$ cat src/rtl/mux_arb_nto1.sv
// Registered N:1 word multiplexer with valid/ready on every channel and on the output.
// Round-robin arbitration is built only when MUX_ARB_RR_EN is defined; otherwise Sel directs.
module mux_arb_nto1 #(
  parameter int unsigned WIDTH    = 32,
  parameter int unsigned CHANNELS = 4,
  parameter int unsigned SEL_W    = $clog2(CHANNELS)
) (
  input  logic                       Clk,
  input  logic                       Reset_n,
  input  logic [CHANNELS*WIDTH-1:0]  Din,
  input  logic [CHANNELS-1:0]        Din_valid,
  output logic [CHANNELS-1:0]        Din_ready,
  input  logic [SEL_W-1:0]           Sel,
  input  logic                       Mode,
  output logic signed [WIDTH-1:0]    Dout,
  output logic                       Dout_valid,
  input  logic                       Dout_ready,
  output logic [SEL_W-1:0]           Dout_chan
);

  logic [WIDTH-1:0] dout_q;
  logic             dout_valid_q;
  logic [SEL_W-1:0] dout_chan_q;

  logic             can_load;
  logic             grant;
  logic [SEL_W-1:0] g;
  logic             load_en;
  logic             use_rr;

  logic             dir_grant;
  assign dir_grant = (32'(Sel) < CHANNELS) && Din_valid[Sel];

`ifdef MUX_ARB_RR_EN
  logic [SEL_W-1:0] ptr_q;
  logic             rr_grant;
  logic [SEL_W-1:0] rr_g;

  // First valid channel strictly after ptr_q, wrapping modulo CHANNELS.
  always_comb begin
    rr_grant = 1'b0;
    rr_g     = '0;
    for (int unsigned off = 1; off <= CHANNELS; off++) begin
      logic [SEL_W-1:0] cand;
      cand = SEL_W'((32'(ptr_q) + off) % CHANNELS);
      if (!rr_grant && Din_valid[cand]) begin
        rr_grant = 1'b1;
        rr_g     = cand;
      end
    end
  end

  assign use_rr = Mode;
`else
  logic unused_mode;
  assign unused_mode = Mode;
  assign use_rr      = 1'b0;
`endif

  always_comb begin
    grant = dir_grant;
    g     = Sel;
`ifdef MUX_ARB_RR_EN
    if (use_rr) begin
      grant = rr_grant;
      g     = rr_g;
    end
`endif
  end

  assign can_load = !dout_valid_q || Dout_ready;
  assign load_en  = can_load && grant;

  always_comb begin
    Din_ready = '0;
    for (int unsigned i = 0; i < CHANNELS; i++) begin
      Din_ready[i] = load_en && (g == SEL_W'(i));
    end
  end

  always_ff @(posedge Clk or negedge Reset_n) begin
    if (!Reset_n) begin
      dout_q       <= '0;
      dout_valid_q <= 1'b0;
      dout_chan_q  <= '0;
    end else if (load_en) begin
      dout_q       <= Din[32'(g)*WIDTH +: WIDTH];
      dout_valid_q <= 1'b1;
      dout_chan_q  <= g;
    end else if (dout_valid_q && Dout_ready) begin
      dout_valid_q <= 1'b0;
    end
  end

`ifdef MUX_ARB_RR_EN
  // Reset to the last channel so channel 0 wins the first search.
  always_ff @(posedge Clk or negedge Reset_n) begin
    if (!Reset_n) begin
      ptr_q <= SEL_W'(CHANNELS - 1);
    end else if (load_en && use_rr) begin
      ptr_q <= g;
    end
  end
`endif

  assign Dout       = dout_q;
  assign Dout_valid = dout_valid_q;
  assign Dout_chan  = dout_chan_q;

endmodule

$ cat config.mk
export PLATFORM = sky130hd
export DESIGN_NAME = mux_arb_nto1
export DESIGN_NICKNAME = d
export VERILOG_FILES = /design/src/rtl/mux_arb_nto1.sv
export SDC_FILE = /design/constraint.sdc
export NUM_CORES = 1
export LEC_CHECK = 0
export CAP_MARGIN = 20
export CORE_MARGIN = 10
export CORE_UTILIZATION = 36
export DETAILED_ROUTE_END_ITERATION = 8
export HOLD_SLACK_MARGIN = 0.15
export MAX_ROUTING_LAYER = met4
export PLACE_DENSITY = 0.95
export SLEW_MARGIN = 0
export SYNTH_ARGS = -nofsm -noshare
export SYNTH_HDL_FRONTEND = slang
export SYNTH_SLANG_ARGS = --single-unit
$ cat constraint.sdc
create_clock -name Clk -period 2.2 [get_ports Clk]
set_clock_uncertainty 0.15 [all_clocks]
set_input_delay 0.33 -clock Clk [delete_from_list [all_inputs] [get_ports Clk]]
set_output_delay 0.33 -clock Clk [all_outputs]
set_load 0.01 [all_outputs]
# After elaboration in Yosys (flattened, before gate mapping)
# Cells that the tools add are included.
classes:
  n_lt_le_gt_ge: 1
  eq_ne: 3
  shifts: 1
  mux: 4
  n_reduce_logical: 10
ops:
  columns: ["operator", "count"]
  rows:
  - ["$shiftx 128x8->32", 1]
  - ["$logic_and 1x1->1", 6]
  - ["$eq 2x2->1 const B", 2]
  - ["$lt 2x3->1 const B", 1]
  - ["$mux 1", 3]
  - ["$bmux 1 s2", 1]
  - ["$eq 2x1->1 const B", 1]
  - ["$logic_not 2->1", 1]
  - ["$reduce_bool 2->1", 1]
  - ["$logic_not 1->1", 1]
  - ["$logic_or 1x1->1", 1]
word_totals:
  regBits: 35
  inputBits: 138
  output_inout_bits: 39
  wordCells: 22

# Logic depth before layout (Yosys ltp)
# Gate-level depths: netlist of the first run.
depth:
  ltp_word: 4
  mapped_depth: 7
  ltp_nobuf: 4

# Worst setup path before layout of the first run
# No wires, ideal clock.
synth_path:
  kind: "input-to-reg"
  start: "input Sel[0]"
  end: "register dout_q[0] (netlist: Dout[0])"
  setup_ns: 0.125
  t_arrival_ns: 1.606
  required_ns: 1.925
  slack_ns: 0.319
  cell_stages: 4
  path_buffers: 2
  cell_sequence: "buf_2 -> buf_2 -> mux4_2 -> mux2_4"
synth_between:
  elab_chain_len: 3
  elab_cells_between_ends: 4
  classes_between: "shift (1); mux (2); reduce/logical (1)"
synth_lines:
  columns: ["item", "line_no", "source"]
  rows:
  - ["from (decl)", "13", "input logic [SEL_W-1:0] Sel,"]
  - ["branches (longest 3 deep; another with $shiftx 128x8->32)", null, null]
  - ["to (signal assigned)", "87", "dout_q <= Din[32'(g)*WIDTH +: WIDTH];"]
  - ["to (decl)", "21", "logic [WIDTH-1:0] dout_q;"]
# Several ways; the timed one is not identified. The select of a mux whose other input is x is not followed.
# A chain may end at the register's enable or synchronous reset.

# Worst setup path after layout of the first run
layout_path:
  start: "input Din_valid[2]"
  end: "register dout_q[17] (netlist: Dout[17])"
layout_between:
  elab_chain_len: 3
layout_lines:
  columns: ["item", "line_no", "source"]
  rows:
  - ["from (decl)", "11", "input logic [CHANNELS-1:0] Din_valid,"]
  - ["$bmux 1 s2", "32", "assign dir_grant = (32'(Sel) < CHANNELS) && Din_valid[Sel];"]
  - ["$mux 1 (implied by the code)", "32", null]
  - ["$logic_and 1x1->1", "72", "assign load_en = can_load && grant;"]
# No other way between the ends. The select of a mux whose other input is x is not followed.

==> flow_summary.json, run 1 <==
{
  "critPathRequiredTime_ns": 2.21,
  "worstSetupEndpointType": "register",
  "worst_slew_pin_slew_ns": 0.760,
  "setup_viol": 0,
  "fin_nets": 447,
  "fmax_mhz": 480,
  "r2r_slack_ns": 0.32,
  "nFillCells": 441,
  "status": "completed",
  "place_congestion": 0.715,
  "area_growth_pct": 85.6,
  "grt_antenna_before_repair": 0,
  "yosysTopAreaCellShare_pct": 38.4,
  "io_buffer_count": 175,
  "clk_latency_ns": 0.27,
  "fin_total_pwr_uw": 2600,
  "dpl_cell_area_mm2": 0.00410,
  "drc": 0,
  "yosysTopAreaCell": "dfrtp_1",
  "place_ws_ns": -0.136,
  "fp.dieW_um": 99.6,
  "die_area_mm2": 0.00992,
  "drive_above_1_share_pct": 27.1,
  "dpl.hpwl_um": 7110,
  "crit_arrival_ns": 2.09,
  "rr_startpoint": "Dout_valid",
  "ys_seq_area_share_pct": 38.4,
  "wl_um": 8110,
  "vdd_drop_max_mv": 0.345,
  "rsz0062_at_grt": "false",
  "setup_ws_ns": 0.116,
  "grt.total_usage_pct": 17.0,
  "worst_hold_path_type": "in -> reg",
  "grt_pass1_vias": 2397,
  "hold_viol_final": 0,
  "synth_area_leaders": "dfrtp_1 (38%), mux4_2 (32%), mux2_4 (20%)",
  "cts_tree": "built",
  "grt_max_degree": 36,
  "multi_input_area_mm2": 0.00131,
  "start_util_pct": 37.8,
  "syn_avg_cell_area_um2": 17.7,
  "rr_endpoint": "Dout[17]",
  "ys_ff_latch": 35,
  "crit_start": "Din_valid[2]",
  "numClockSinks": 35,
  "r2r_cells": 7,
  "grt_pass1_wl_um": 12700,
  "grt-ovfl-total": 0,
  "cap_viol_max_count": 0,
  "synth_cell_types": 19,
  "final_antenna_net_count": 0,
  "clk_path_buf_depth": 2,
  "avgRoutedWirePerCell_um": 21.1,
  "endpoint": "Dout[17]",
  "firstDrtPassIters": 4,
  "critPathKind": "in -> reg",
  "vias_per_cell": 5.03,
  "vias": 1938,
  "powerDensity_mw_per_mm2": 615,
  "relSlewSlack_pct": 49.3,
  "synth_warnings": 0,
  "period_minus_slack_ns": 2.08,
  "final-seq-area_um2": 876,
  "clk_pin_slew_worst_paths_ns": 0.07,
  "dieHeight_um": 99.6,
  "h-tree-depth": 2,
  "syn_area_mm2": 0.00228,
  "slew_viol_final": 0,
  "mappedNetlistNets": 267,
  "synthCells": 129,
  "crit_path_start_kind": "input port",
  "dp_cells": 374,
  "leakage_uw": 0.00179,
  "final_area_mm2": 0.00423,
  "cts-buffers-inserted": 5,
  "core_area_mm2": 0.00603,
  "drtIter0Drc": 45,
  "n_antenna_cell": 0,
  "tns_ns": 0,
  "rows": 28,
  "root_buffer": "clkbuf_8",
  "period_share_pct": 94.7,
  "crit_fanout": 19,
  "io_pins": 177,
  "final-instance-count-excl-fill": 385
}
==> cells by family (layout without fill, tap and decap cells) <==
logic type,Yosys count,after routing,share of synthesized area [%]
compound gates,2,2,0.439
buf+inv,15,196,4.83
simple gates,10,10,2.52
flops,35,35,38.4
mux,67,67,53.8
==> critical path, cell delays in order <==
cell and delay, ns:
clkdlybuf4s50_1 0.40, mux2i_1 0.30, nor3b_4 0.08, buf_4 0.14, buf_4 0.13, nor2b_4 0.16, buf_12 0.21, mux2_1 0.33
==> Yosys cell counts, drive strengths merged <==
library cell / instances
inv: 3
o21ai: 2
mux2i: 1
mux4: 32
buf: 9
nor2b: 1
dfrtp: 35
nor2: 2
mux2: 34
nor3b: 1
nand2b: 1
clkbuf: 3
nand2: 2
nand3: 1
and2: 2
==> registers in the layout, summed over array words and instances (netlist names) <==
register and count:
Dout 32, Dout_valid 1, Dout_chan 2
==> layer usage <==
layer  GRT usage, %  up-vias  part of all wire, %
li1               -      870                    -
met1           16.6      947                   35
met2           31.2      111                   55
met3           6.23       10                  7.7
met4           4.41        0                  1.7
met5              -        -                    0
==> through the flow <==
step	hold slack, ns	utilization [%]
final	0.339	70.2
after detailed placement	0.300	68.0
after global placement	0.293	68.0
after floorplan	-0.116	-
after global routing	0.346	70.2
after CTS	0.319	69.8
==> power by group <==
group	switching, uW	total [uW]	internal [uW]
combinational	365	1200	832
sequential	100	913	813
clock	207	492	285
total	672	2600	1930
==> how the worst min path moves through the flow <==
stage / startpoint / to / slack (ns) / cells past startpoint
4_1_cts: Sel[0] / Dout_chan[0] / 0.32 / 3
5_1_grt: Sel[0] / Dout_chan[0] / 0.35 / 3
3_3_place_gp: Reset_n / Dout[26] / 0.29 / 1
6_report: Sel[0] / Dout_chan[0] / 0.34 / 3
3_5_place_dp: Reset_n / Dout[21] / 0.30 / 1
2_1_floorplan: Reset_n / Dout[0] / -0.12 / 0
==> cell usage in the layout, fill, tap and decap left out, drive strengths merged, types with 2 or more instances in the layout <==
| cell type | n |
|---|---|
| o21ai | 2 |
| and2 | 2 |
| buf | 12 |
| clkdlybuf4s50 | 168 |
| nor2 | 2 |
| nand2 | 2 |
| dlygate4sd2 | 2 |
| mux4 | 32 |
| dfrtp | 35 |
| dlymetal6s2s | 2 |
| clkbuf | 8 |
| inv | 3 |
| mux2 | 34 |
==> repair_timing <==
item                                    4_1_cts  5_1_grt
endpoints found under the setup margin        4        2
gates resized for setup                       2        3
hold buffers                                  1        0
hold endpoints to repair                     35        0
buffers inserted                              0        2
==> final cells by class <==
type	count	area share, %
Clock buffer	8	2.37
Multi-Input combinational cell	79	30.9
Tap cell	75	2.22
Sequential cell	35	20.7
Inverter	3	0.266
Timing Repair Buffer	185	43.5
No activity file was read; power rests on OpenSTA's default activity.
==> run 2: changes to the inputs <==
CORE_UTILIZATION = 38   (was 36)
DONT_BUFFER_PORTS = 1   (was unset)
PLACE_DENSITY = 0.63   (was 0.95)
==> flow_summary.json, run 2 (synthesis gave the netlist of run 1 again) <==
{
  "grt_pass1_wl_um": 10400,
  "drc": 0,
  "fin_total_pwr_uw": 2020,
  "grt-busiest-layer": "met2",
  "crit_arrival_ns": 1.56,
  "die_area_mm2": 0.00950,
  "slew_viol_final": 0,
  "combPwrFrac_pct": 23.3,
  "final_antenna_net_count": 0,
  "numClockSinks": 35,
  "root_buffer": "clkbuf_8",
  "slowest_stage": "dlygate4sd3_1",
  "period_share_pct": 92.7,
  "grt_max_degree": 39,
  "seq_power_share_pct": 51.6,
  "largest_reg_flops": 32,
  "fin_nets": 270,
  "vias": 1282,
  "critPathKind": "in -> out",
  "drtIter0Drc": 26,
  "cts_tree": "built",
  "grt_util_met2_pct": 24.3,
  "vias_per_cell": 6.16,
  "cap_viol_max_count": 0,
  "vdd_drop_max_mv": 0.361,
  "place_congestion": 0.754,
  "dp_cells": 194,
  "endpoint": "Din_ready[0]",
  "leakage_uw": 0.00105,
  "holdWs_ns": 0.174,
  "grt_pass1_vias": 1570,
  "status": "completed",
  "cp_slowest_stage_delay_ns": 0.52,
  "rsz0062_at_grt": "false",
  "clk_path_buf_depth": 2,
  "use_met3_pct": 5.90,
  "relSlewSlack_pct": 78.2,
  "crit_fanout": 4,
  "grt-ovfl-total": 0,
  "hold_viol_final": 0,
  "final_cell_mix": "dfrtp_1 (35), mux4_2 (32), mux2_4 (30)",
  "path_cells": "dlygate4sd3_1, nand2b_1, nor3b_2, and2_1",
  "cp.buffers_inverters": 1,
  "h-tree-depth": 2,
  "use_met1_pct": 15.0,
  "avgRoutedWirePerCell_um": 32.5,
  "power.switching_uw": 580,
  "dieHeight_um": 97.5,
  "io_buffer_count": 0,
  "place_ws_ns": 0.284,
  "path_delay_family": "simple AND/OR/NAND/NOR gates",
  "core_area_mm2": 0.00589,
  "setup_viol": 0,
  "drive_above_1_share_pct": 56.4,
  "fp.dieW_um": 97.5,
  "powerDensity_mw_per_mm2": 815,
  "cts-buffers-inserted": 5,
  "clkPwrFrac_pct": 25.1,
  "setup_ws_ns": 0.161,
  "rows": 28,
  "n_antenna_cell": 0,
  "clk_latency_ns": 0.28,
  "area_growth_pct": 8.78,
  "r2r_cells": 5,
  "p_int_uw": 1440,
  "nFillCells": 530,
  "grt.total_usage_pct": 14.4,
  "rr_endpoint": "Dout[21]",
  "crit_path_start_kind": "input port",
  "final-instance-count-excl-fill": 208,
  "cts_setup_buffers": 0,
  "fmax_mhz": 491,
  "worst_slew_pin_slew_ns": 0.325,
  "period_minus_slack_ns": 2.04,
  "start_util_pct": 38.7,
  "final_common_cell": "dfrtp_1",
  "grt_antenna_before_repair": 0,
  "dpl.hpwl_um": 5600,
  "worst_hold_path_type": "in -> reg",
  "firstDrtPassIters": 4,
  "rr_startpoint": "Dout_valid",
  "worstSetupEndpointType": "output port",
  "tns_ns": 0,
  "clk_pin_slew_worst_paths_ns": 0.07,
  "cts_resized": 0,
  "crit_start": "Dout_ready",
  "io_pins": 177,
  "r2r_slack_ns": 0.40,
  "critPathRequiredTime_ns": 1.72,
  "sw_frac_of_total_pct": 28.7,
  "cp.depth": 4,
  "wl_um": 6760
}
## run 2: cell types whose count changed in the layout (fill, tap and decap cells not counted)
cell	previous run	this run
dlygate4sd2_1	2	0
buf_4	7	1
nor3b_4	1	0
buf_2	3	0
dlygate4sd3_1	1	5
clkdlybuf4s50_1	168	0
dlymetal6s2s_1	2	0
nor3b_2	0	1
## run 2: worst min-delay path by stage
stage                     slack [ns]            to  startpoint  cells after the start
after floorplan                -0.12       Dout[0]     Reset_n                      0
after global placement         -0.11      Dout[18]     Reset_n                      0
after detailed placement       -0.11      Dout[18]     Reset_n                      0
after CTS                       0.18  Dout_chan[0]      Sel[0]                      2
after global routing            0.17  Dout_chan[0]      Sel[0]                      2
final                           0.17  Dout_chan[0]      Sel[0]                      2
## run 2: area by class of cell
type | instances | area, um^2 | share of cell area (%)
multi-input combinational | 79 | 1300 | 52.5
sequential | 35 | 876 | 35.3
clock buffer | 8 | 100 | 4.04
timing repair buffer | 8 | 97.6 | 3.94
tap | 75 | 93.8 | 3.78
inverter | 3 | 11.3 | 0.454
## run 2: power by group through the flow
stage | clock network [uW] | logic (uW) | registers (uW)
after floorplan | 0 | 442 | 991
after global placement | 0 | 426 | 1050
after detailed placement | 0 | 447 | 1060
after CTS | 523 | 476 | 1050
after global routing | 560 | 507 | 1070
final | 507 | 471 | 1040
## run 2: metal layers
layer	up-vias	wire length, um
met5	-	0
met4	0	90
met3	7	613
met2	88	3670
met1	672	2390
li1	515	-
## run 2: metrics by stage
stage / instance area (um^2) / util, %
3_5_place_dp: 2310 / 39.2
6_report: 2480 / 42.1
5_1_grt: 2480 / 42.1
4_1_cts: 2480 / 42.1
3_3_place_gp: 2310 / 39.2
2_1_floorplan: 2280 / -
## run 2: what timing repair did
action,CTS,global route
hold buffers,6,0
endpoints found under the setup margin,0,0
hold endpoints to repair,38,0
==> run 3: changes to the inputs <==
CORE_UTILIZATION = 50   (was 38)
PLACE_DENSITY = 0.76   (was 0.63)
==> flow_summary.json, run 3 (synthesis gave the netlist of run 1 again) <==
{
  "status": "completed",
  "period_minus_slack_ns": 2.03,
  "cp.buffers_inverters": 1,
  "path_delay_family": "simple AND/OR/NAND/NOR gates",
  "relSlewSlack_pct": 78.3,
  "path_cells": "dlygate4sd3_1, nand2b_1, nor3b_2, and2_1",
  "avgRoutedWirePerCell_um": 35.0,
  "final_cell_mix": "dfrtp_1 (35), mux4_2 (32), mux2_4 (30)",
  "n_antenna_cell": 0,
  "dpl.hpwl_um": 5340,
  "final_antenna_net_count": 0,
  "final_common_cell": "dfrtp_1",
  "vdd_drop_max_mv": 0.392,
  "clk_pin_slew_worst_paths_ns": 0.06,
  "drtIter0Drc": 38,
  "crit_path_start_kind": "input port",
  "grt_pass1_vias": 1518,
  "vias": 1264,
  "rsz0062_at_grt": "false",
  "powerDensity_mw_per_mm2": 798,
  "critPathKind": "in -> out",
  "clk_latency_ns": 0.27,
  "fin_total_pwr_uw": 1930,
  "grt-ovfl-total": 0,
  "largest_reg_flops": 32,
  "cts_tree": "built",
  "start_util_pct": 52.0,
  "drc": 0,
  "vias_per_cell": 6.87,
  "slew_viol_final": 0,
  "grt_pass1_wl_um": 9230,
  "slowest_stage": "dlygate4sd3_1",
  "worstSetupEndpointType": "output port",
  "cap_viol_max_count": 0,
  "wl_um": 6440,
  "clk_path_buf_depth": 2,
  "ctsHoldBuffers": 5,
  "fp.dieW_um": 87.5,
  "worst_hold_path_type": "in -> reg",
  "cp_slowest_stage_delay_ns": 0.52,
  "rows": 24,
  "die_area_mm2": 0.00766,
  "fin_nets": 269,
  "grt_max_degree": 39,
  "io_pins": 177,
  "io_buffer_count": 0,
  "root_buffer": "clkbuf_8",
  "hold_viol_final": 0,
  "numClockSinks": 35,
  "worst_slew_pin_slew_ns": 0.325,
  "cts-buffers-inserted": 5,
  "fmax_mhz": 492,
  "crit_fanout": 4,
  "cts_resized": 0,
  "h-tree-depth": 2,
  "setup_viol": 0,
  "tns_ns": 0,
  "grt.total_usage_pct": 16.4,
  "period_share_pct": 92.4,
  "core_area_mm2": 0.00438,
  "critPathRequiredTime_ns": 1.72,
  "cts_setup_buffers": 0,
  "crit_arrival_ns": 1.55,
  "drive_above_1_share_pct": 56.1,
  "grt_antenna_before_repair": 0,
  "leakage_uw": 0.00103,
  "place_congestion": 0.705,
  "dieHeight_um": 87.5,
  "area_growth_pct": 6.26,
  "firstDrtPassIters": 2
}
run 3: changes by cell type in the layout (fill, tap and decap cells not counted), sizes merged:
cell	delta
clkbuf	-1
clkinv	+1
dlygate4sd3	-1
run 3: metrics by stage:
stage | setup WS (ns) | hold WS (ns) | cell area (um^2) | instances | utilization, %
3_3_place_gp | 0.344 | -0.114 | 2280 | 171 | 52.0
6_report | 0.167 | 0.159 | 2420 | 184 | 55.3
4_1_cts | 0.167 | 0.156 | 2420 | 184 | 55.3
3_5_place_dp | 0.299 | -0.114 | 2280 | 171 | 52.0
5_1_grt | 0.0860 | 0.176 | 2420 | 184 | 55.3
2_1_floorplan | 0.319 | -0.116 | 2280 | 129 | -
run 3: final timing paths:
path                                 start      endpoint  slack (ns)  cells past startpoint
worst min register to register    Dout[16]      Dout[16]        0.44                      1
worst max register to register  Dout_valid      Dout[25]        0.43                      5
worst max-delay path            Dout_ready  Din_ready[0]        0.17                      4
min in group asynchronous          Reset_n       Dout[8]        0.35                      2
max in group asynchronous          Reset_n  Dout_chan[0]        1.36                      2
worst min-delay path                Sel[0]    Dout_valid        0.16                      3
run 3: area by class of cell:
class,instances,area [um^2]
Timing Repair Buffer,7,87.6
Sequential cell,35,876
Clock inverter,1,5.00
Clock buffer,7,76.3
Multi-Input combinational cell,79,1300
Fill cell,354,1960
Tap cell,52,65.1
Inverter,3,11.3
run 3: tightest hold or removal path, stage by stage:
cell and delay, ns:
inv_1 0.06, o21ai_0 0.09, nand2_1 0.07
run 3: power by group:
group / switching (uW) / internal [uW] / leakage (uW) / total (uW)
clock: 215 / 222 / 0.0000422 / 437
combinational: 120 / 340 / 0.000583 / 460
sequential: 223 / 813 / 0.000408 / 1040
run 3: per-layer routing:
layer | share of wire (%) | vias up | track usage (%)
met5 | 0 | - | -
li1 | - | 515 | -
met4 | 0.85 | 0 | 4.35
met3 | 13 | 5 | 7.49
met2 | 55 | 99 | 28.0
met1 | 31 | 645 | 16.6
